`src/rtl/operand_read_stage_if.sv`:
```
// operand_read_stage_if: decode/regfile/forwarding/execute signals of the operand-read stage
interface operand_read_stage_if #(
  parameter int DATA_W  = 16,
  parameter int REG_CNT = 16,
  parameter int NUM_SRC = 2,
  parameter int NUM_FWD = 2,
  parameter int CTRL_W  = 16
);
  localparam int REG_W = $clog2(REG_CNT);
  logic                      in_valid;
  logic                      in_ready;
  logic [NUM_SRC-1:0]        in_rd_en;
  logic [NUM_SRC*REG_W-1:0]  in_reg;
  logic [NUM_SRC-1:0]        in_imm_en;
  logic [NUM_SRC*DATA_W-1:0] in_imm;
  logic [CTRL_W-1:0]         in_ctrl;
  logic [NUM_SRC-1:0]        rf_read;
  logic [NUM_SRC*REG_W-1:0]  rf_reg;
  logic [NUM_SRC*DATA_W-1:0] rf_value;
  logic [NUM_FWD-1:0]        fwd_en;
  logic [NUM_FWD*REG_W-1:0]  fwd_dst;
  logic [NUM_FWD*DATA_W-1:0] fwd_data;
  logic [NUM_FWD-1:0]        fwd_pending;
  logic                      flush;
  logic                      out_valid;
  logic                      out_ready;
  logic [NUM_SRC-1:0]        out_src_en;
  logic [NUM_SRC*DATA_W-1:0] out_src;
  logic [CTRL_W-1:0]         out_ctrl;
  logic [15:0]               stall_cnt;
  modport master (
    output in_valid, in_rd_en, in_reg, in_imm_en, in_imm, in_ctrl, rf_value,
           fwd_en, fwd_dst, fwd_data, fwd_pending, flush, out_ready,
    input  in_ready, rf_read, rf_reg, out_valid, out_src_en, out_src, out_ctrl, stall_cnt
  );
  modport slave (
    input  in_valid, in_rd_en, in_reg, in_imm_en, in_imm, in_ctrl, rf_value,
           fwd_en, fwd_dst, fwd_data, fwd_pending, flush, out_ready,
    output in_ready, rf_read, rf_reg, out_valid, out_src_en, out_src, out_ctrl, stall_cnt
  );
endinterface

```
`src/rtl/operand_read_stage.sv`:
```
// operand_read_stage: resolves operands (imm > youngest forward > regfile), stalls on pending forwards.
// Optional hazard stall counter enabled by OPERAND_READ_STALL_CNT_EN.
module operand_read_stage #(
  parameter int DATA_W  = 16,
  parameter int REG_CNT = 16,
  parameter int NUM_SRC = 2,
  parameter int NUM_FWD = 2,
  parameter int CTRL_W  = 16
) (
  input logic cpu_clk,
  input logic cpu_rst,
  operand_read_stage_if.slave bus
);
  localparam int REG_W = $clog2(REG_CNT);
  logic [NUM_SRC-1:0]        haz;
  logic [NUM_SRC*DATA_W-1:0] src;
  logic                      hazard;
  logic                      accept;
  assign bus.rf_read = {NUM_SRC{bus.in_valid}} & bus.in_rd_en & ~bus.in_imm_en;
  assign bus.rf_reg  = bus.in_reg;
  for (genvar s = 0; s < NUM_SRC; s++) begin : g_src
    logic [DATA_W-1:0] v;
    logic              p;
    // scan oldest to youngest so the lowest matching slot wins
    always_comb begin
      v = bus.rf_value[s*DATA_W +: DATA_W];
      p = 1'b0;
      for (int j = NUM_FWD - 1; j >= 0; j--)
        if (bus.fwd_en[j] && bus.fwd_dst[j*REG_W +: REG_W] == bus.in_reg[s*REG_W +: REG_W]) begin
          v = bus.fwd_data[j*DATA_W +: DATA_W];
          p = bus.fwd_pending[j];
        end
    end
    assign haz[s] = bus.rf_read[s] & p;
    assign src[s*DATA_W +: DATA_W] = ~bus.in_rd_en[s] ? '0 :
                                     bus.in_imm_en[s] ? bus.in_imm[s*DATA_W +: DATA_W] : v;
  end
  assign hazard       = |haz;
  assign bus.in_ready = ~hazard & (~bus.out_valid | bus.out_ready);
  assign accept       = bus.in_valid & bus.in_ready & ~bus.flush;
  always_ff @(posedge cpu_clk or posedge cpu_rst)
    if (cpu_rst) begin
      bus.out_valid  <= 1'b0;
      bus.out_src    <= '0;
      bus.out_src_en <= '0;
      bus.out_ctrl   <= '0;
    end else if (accept) begin
      bus.out_valid  <= 1'b1;
      bus.out_src    <= src;
      bus.out_src_en <= bus.in_rd_en;
      bus.out_ctrl   <= bus.in_ctrl;
    end else if (bus.flush || bus.out_ready) begin
      bus.out_valid  <= 1'b0;
    end
`ifdef OPERAND_READ_STALL_CNT_EN
  always_ff @(posedge cpu_clk or posedge cpu_rst)
    if (cpu_rst)
      bus.stall_cnt <= '0;
    else if (bus.in_valid && hazard && !bus.flush && !(&bus.stall_cnt))
      bus.stall_cnt <= bus.stall_cnt + 16'd1;
`else
  assign bus.stall_cnt = '0;
`endif
endmodule

```
`src/flat_wrapper.sv`:
```
// flat-port wrapper written by rule: the top's interface ports become plain ports
module operand_read_stage_flat 
#(
  parameter int DATA_W  = 16,
  parameter int REG_CNT = 16,
  parameter int NUM_SRC = 2,
  parameter int NUM_FWD = 2,
  parameter int CTRL_W  = 16
)
  (cpu_clk, cpu_rst, bus_in_valid, bus_in_rd_en, bus_in_reg, bus_in_imm_en, bus_in_imm, bus_in_ctrl, bus_rf_value, bus_fwd_en, bus_fwd_dst, bus_fwd_data, bus_fwd_pending, bus_flush, bus_out_ready, bus_in_ready, bus_rf_read, bus_rf_reg, bus_out_valid, bus_out_src_en, bus_out_src, bus_out_ctrl, bus_stall_cnt);
  operand_read_stage_if #(.DATA_W(DATA_W), .REG_CNT(REG_CNT), .NUM_SRC(NUM_SRC), .NUM_FWD(NUM_FWD), .CTRL_W(CTRL_W)) bus_i ();
  input logic cpu_clk;
  input logic cpu_rst;
  input wire logic [$bits(bus_i.in_valid)-1:0] bus_in_valid;
  input wire logic [$bits(bus_i.in_rd_en)-1:0] bus_in_rd_en;
  input wire logic [$bits(bus_i.in_reg)-1:0] bus_in_reg;
  input wire logic [$bits(bus_i.in_imm_en)-1:0] bus_in_imm_en;
  input wire logic [$bits(bus_i.in_imm)-1:0] bus_in_imm;
  input wire logic [$bits(bus_i.in_ctrl)-1:0] bus_in_ctrl;
  input wire logic [$bits(bus_i.rf_value)-1:0] bus_rf_value;
  input wire logic [$bits(bus_i.fwd_en)-1:0] bus_fwd_en;
  input wire logic [$bits(bus_i.fwd_dst)-1:0] bus_fwd_dst;
  input wire logic [$bits(bus_i.fwd_data)-1:0] bus_fwd_data;
  input wire logic [$bits(bus_i.fwd_pending)-1:0] bus_fwd_pending;
  input wire logic [$bits(bus_i.flush)-1:0] bus_flush;
  input wire logic [$bits(bus_i.out_ready)-1:0] bus_out_ready;
  output wire logic [$bits(bus_i.in_ready)-1:0] bus_in_ready;
  output wire logic [$bits(bus_i.rf_read)-1:0] bus_rf_read;
  output wire logic [$bits(bus_i.rf_reg)-1:0] bus_rf_reg;
  output wire logic [$bits(bus_i.out_valid)-1:0] bus_out_valid;
  output wire logic [$bits(bus_i.out_src_en)-1:0] bus_out_src_en;
  output wire logic [$bits(bus_i.out_src)-1:0] bus_out_src;
  output wire logic [$bits(bus_i.out_ctrl)-1:0] bus_out_ctrl;
  output wire logic [$bits(bus_i.stall_cnt)-1:0] bus_stall_cnt;
  assign bus_i.in_valid = bus_in_valid;
  assign bus_i.in_rd_en = bus_in_rd_en;
  assign bus_i.in_reg = bus_in_reg;
  assign bus_i.in_imm_en = bus_in_imm_en;
  assign bus_i.in_imm = bus_in_imm;
  assign bus_i.in_ctrl = bus_in_ctrl;
  assign bus_i.rf_value = bus_rf_value;
  assign bus_i.fwd_en = bus_fwd_en;
  assign bus_i.fwd_dst = bus_fwd_dst;
  assign bus_i.fwd_data = bus_fwd_data;
  assign bus_i.fwd_pending = bus_fwd_pending;
  assign bus_i.flush = bus_flush;
  assign bus_i.out_ready = bus_out_ready;
  assign bus_in_ready = bus_i.in_ready;
  assign bus_rf_read = bus_i.rf_read;
  assign bus_rf_reg = bus_i.rf_reg;
  assign bus_out_valid = bus_i.out_valid;
  assign bus_out_src_en = bus_i.out_src_en;
  assign bus_out_src = bus_i.out_src;
  assign bus_out_ctrl = bus_i.out_ctrl;
  assign bus_stall_cnt = bus_i.stall_cnt;
  operand_read_stage #(.DATA_W(DATA_W), .REG_CNT(REG_CNT), .NUM_SRC(NUM_SRC), .NUM_FWD(NUM_FWD), .CTRL_W(CTRL_W)) u_core (.cpu_clk(cpu_clk), .cpu_rst(cpu_rst), .bus(bus_i));
endmodule
```
`config.mk`:
```
export PLATFORM = sky130hd
export DESIGN_NAME = operand_read_stage_flat
export DESIGN_NICKNAME = d
export VERILOG_FILES = /design/src/rtl/operand_read_stage_if.sv /design/src/rtl/operand_read_stage.sv /design/src/flat_wrapper.sv
export SDC_FILE = /design/constraint.sdc
export NUM_CORES = 1
export LEC_CHECK = 0
export ABC_AREA = 1
export CAP_MARGIN = 15
export CELL_PAD_IN_SITES_DETAIL_PLACEMENT = 0
export CELL_PAD_IN_SITES_GLOBAL_PLACEMENT = 1
export CORE_ASPECT_RATIO = 0.8
export CORE_UTILIZATION = 26
export DETAILED_ROUTE_END_ITERATION = 8
export PLACE_DENSITY_LB_ADDON = 0.1
export SETUP_SLACK_MARGIN = 0.3
export SYNTH_ARGS = -nofsm -noshare
export SYNTH_HDL_FRONTEND = slang
export SYNTH_SLANG_ARGS = --single-unit
```
`constraint.sdc`:
```
create_clock -name cpu_clk -period 1.65 [get_ports cpu_clk]
set_input_delay 0.2475 -clock cpu_clk [delete_from_list [all_inputs] [get_ports cpu_clk]]
set_output_delay 0.2475 -clock cpu_clk [all_outputs]
set_load 0.05 [all_outputs]
```
==> out/qor.log <==
[synthesis] leading cell types by total area after synthesis dfrtp_1 32%, nand2_1 26%, nor2_1 6.2%
[synthesis] fraction of registers with async set or reset after synthesis 100%
[placed_design] RePlAce Congestion 0.961
[route] Wirelength per Cell 15.6 µm
[critical_path] number of buffers and inverters on the critical path 5
[floorplanning] width of the chip 141 µm
[route] overall via count from detail_route 5104
[synthesis] total number of yosys warnings 0
[placed_design] placed wire-length estimate after detailed placement 13.0 mm
[job] # Max-Cap Violations 0
[critical_path] CP Class primary input to output port
[placed_design] number of placed instances, taps included 1082
[cells_and_area] Sequential Area 1280 µm²
[floorplanning] DIE AREA 16000 µm²
[cells_and_area] filler cell count in the final layout 1554
[timing] RSZ-0062 raised after global routing yes
[clocking] Clock Path Buffers 2
[critical_path] number of cells traversed by the worst register-to-register path 11
[cells_and_area] final cell count without fillers 1131
[global_routing] maximum number of pins on one net before global-route repair 52
[critical_path] worst path cell trace buf_6 -> buf_6 -> nand2_2 -> o21ai_1 -> nand3b_1 -> buf_4 -> o21ai_4 -> nand2_2 -> nand3_4 -> clkinvlp_4 -> buf_12
[route] total iterations of the first detailed-routing run 6
[run_status] outcome finished with violations
[synthesis] most used flip-flop cell after synthesis dfrtp_1
[placed_design] IO buf count 202
[critical_path] worst reg2reg endpoint u_core.bus.out_ctrl[10]
[route] Iter 0 DRT Violations 305
[global_routing] number of antenna violations at the first check in global routing 0
[route] post-DR vias/cell 4.51
[synthesis] post-synthesis cell type with the largest combined area dfrtp_1
[critical_path] endpoint class of the critical path output port
[timing] setup slack of the critical path after layout -0.0376 ns
[timing] min Tclk post-route 1.69 ns
[cells_and_area] fraction of layout cells with a size suffix above 1 34.0%
[synthesis] register bit count reported by yosys 51
[synthesis] post-synth design cell area 4040 µm²
[floorplanning] I/O pin count 219
[critical_path] family with the most delay on the worst path buffers and inverters
[global_routing] via count of the first global-routing pass 5040
[cells_and_area] P&R area growth vs syn 85.9%
[clocking] clock-pin slew on the worst setup and hold paths 0.07 ns
[timing] Slew Limit Fails 0
[critical_path] Worst path slowest cell nand3b_1
[route] Antenna Violating Nets Remaining 0
[global_routing] first-pass GRT wire length 27.1 mm
[critical_path] kind of start point of the critical path primary input
[clocking] clk root buf clkbuf_16
[critical_path] worst-path maximum fanout 3
[synthesis] EDFF count, synth 0
[worst_hold_path] worst hold path startpoint bus_in_rd_en[1]
[clocking] CTS H-tree lvls 2
[critical_path] Critical Path Max Stage Delay 0.20 ns
[route] Post-route DRC 0
[power] P per Cell Area 705 nW/µm²
[cells_and_area] number of antenna cells inserted 0
[synthesis] synthesized area divided by synthesized cell count 6.13 µm²
[clocking] CTS tree yes
[worst_hold_path] Worst Hold Class primary input to flip-flop
[critical_path] arrival time reported for the critical path endpoint 1.44 ns
[floorplanning] Rows 40
[timing] endpoints failing hold 0
[power] leakage power figure 3.97 nW
[clocking] number of clock buffers inserted by TritonCTS 5
[synthesis] sequential share of the synthesized area 31.6%
[worst_hold_path] Hold Path Sink u_core.bus.out_src_en[1]
[route] aggregate routed wire length 17.7 mm
[floorplanning] Core Area 15100 µm²
[cells_and_area] post-layout net count 1061
[power] VDD IR-drop max 0.000445 V
[global_routing] global route overflow 0
[critical_path] number of logic stages on the critical path including buffering 11
[cells_and_area] Post-Route Utilization 49.7%
[critical_path] Critical Path RT 1.40 ns
[run_status] failing checks setup timing
[synthesis] count of cell types in the netlist 29
[critical_path] register-to-register setup slack 0.08 ns
[timing] # setup viols final 2
[cells_and_area] Multi-input gate area 2500 µm²
[timing] Achievable Freq 0.593 GHz
[floorplanning] initial cell density of the core 26.7%
[global_routing] overall global routing resource usage 22.0%
[clocking] sinks on the clock net 51
[synthesis] area fraction of the dominant cell type after synthesis 31.6%
[floorplanning] Die H 114 µm
[timing] maximum clock skew at final layout 0.00564 ns
[worst_hold_path] Cells on Worst Hold Path 3
[clocking] clock insertion delay at the later pin of the skew report 0.29 ns
[critical_path] Critical R2R Launch u_core.bus.out_valid
[synthesis] post-synthesis instance total 659
[timing] final period utilization 102%
-- layout by cell type (no fill, tap or decap), types with 3 or more instances in the layout --
master,count
nand3_1,34
nand4_1,29
buf_2,8
inv_1,54
nor2_1,64
buf_16,10
nor2_4,7
nand2_2,65
clkdlybuf4s50_1,116
clkinvlp_4,3
nand3_4,4
conb_1,16
nand2_4,5
buf_12,22
nand2_1,213
or2_2,22
o21ai_0,4
inv_2,12
buf_8,3
dfrtp_1,51
o21ai_1,5
clkbuf_16,5
buf_4,110
a21oi_1,16
buf_6,18
-- final cells by class --
cell class              count  area share, %
well taps                 210           3.50
clock buffers               6           1.72
repair buffers            293           40.6
flip-flops and latches     51           17.0
clock inverters             2          0.167
multi-input cells         498           33.3
inverters                  71           3.73
-- state kept, by name, indices dropped and copies added (netlist names) --
signal	count
u_core.bus.out_src	32
u_core.bus.out_valid	1
u_core.bus.out_src_en	2
u_core.bus.out_ctrl	16
-- cells by family after synthesis --
family | after synthesis | synth area share (%)
xor+xnor | 1 | 0.217
flops | 51 | 31.6
buf+inv | 125 | 15.3
other cells | 1 | 0.0928
compound gates | 29 | 3.68
simple gates | 452 | 49.2
-- report_power, final --
group	switching, mW	total (mW)	internal [mW]	leakage (nW)
registers	0.130	1.57	1.44	0.654
logic	1.61	2.71	1.10	3.25
clock network	0.464	1.02	0.561	0.0669
total	2.20	5.30	3.09	3.97
-- through the flow --
| step | cell area, µm² | TNS [ns] | hold slack, ns | setup slack [ns] | power (mW) |
|---|---|---|---|---|---|
| final | 7510 | -0.0417 | 0.208 | -0.0376 | 5.30 |
| after global routing | 7510 | -1.74 | 0.222 | -0.0855 | 5.58 |
| after CTS | 7360 | 0 | 0.281 | 0.0152 | 5.26 |
| after detailed placement | 6510 | -29.78 | 0.466 | -0.607 | 3.98 |
| after global placement | 6510 | -29.75 | 0.466 | -0.600 | 3.97 |
| after floorplan | 4170 | -1.83 | 0.296 | -0.138 | 2.99 |
-- cell usage after synthesis (2+ instances only) --
cell	instances
inv_1	66
inv_2	3
nand4_1	29
or2_2	22
clkinv_1	2
buf_6	5
a21oi_1	18
nor2_4	4
o21ai_0	9
buf_1	2
buf_2	13
nor2_2	2
clkbuf_1	9
nand3_4	2
nor2_1	67
nand3_1	36
nand2_1	282
nand3_2	2
buf_4	25
dfrtp_1	51
nor3_1	2
-- layer usage --
metal | GRT usage, % | vias up | wire length (µm)
li1 | - | 2506 | -
met1 | 31.2 | 2408 | 8410
met2 | 36.4 | 184 | 8060
met3 | 3.86 | 6 | 1140
met4 | 1.72 | 0 | 63
met5 | 0 | - | 0
-- worst register-to-register path, cell delays in order (launching register included) --
cell,delay [ns]
dfrtp_1,0.39
inv_1,0.06
nor2_1,0.03
inv_1,0.18
nand3_4,0.12
buf_6,0.14
nor2_8,0.11
buf_12,0.13
buf_6,0.10
buf_12,0.13
nand2_1,0.06
nand2_1,0.06
-- worst max-delay path by stage --
stage,from,to
5_1_grt,bus_in_reg[5],bus_in_ready
3_3_place_gp,bus_in_reg[6],u_core.bus.out_src[0]
3_5_place_dp,bus_in_reg[6],u_core.bus.out_src[19]
6_report,bus_in_reg[5],bus_in_ready
4_1_cts,bus_fwd_dst[1],bus_in_ready
2_1_floorplan,bus_in_imm_en[1],bus_in_ready
-- repair_timing --
action / CTS / global route
resized for setup: 169 / 57
pin swaps: 54 / 34
setup buffers: 29 / 2
hold buffers: 0 / 0
gates cloned: 10 / 0
setup endpoints to repair: 54 / 53
No activity file was read; power rests on OpenSTA's default activity.
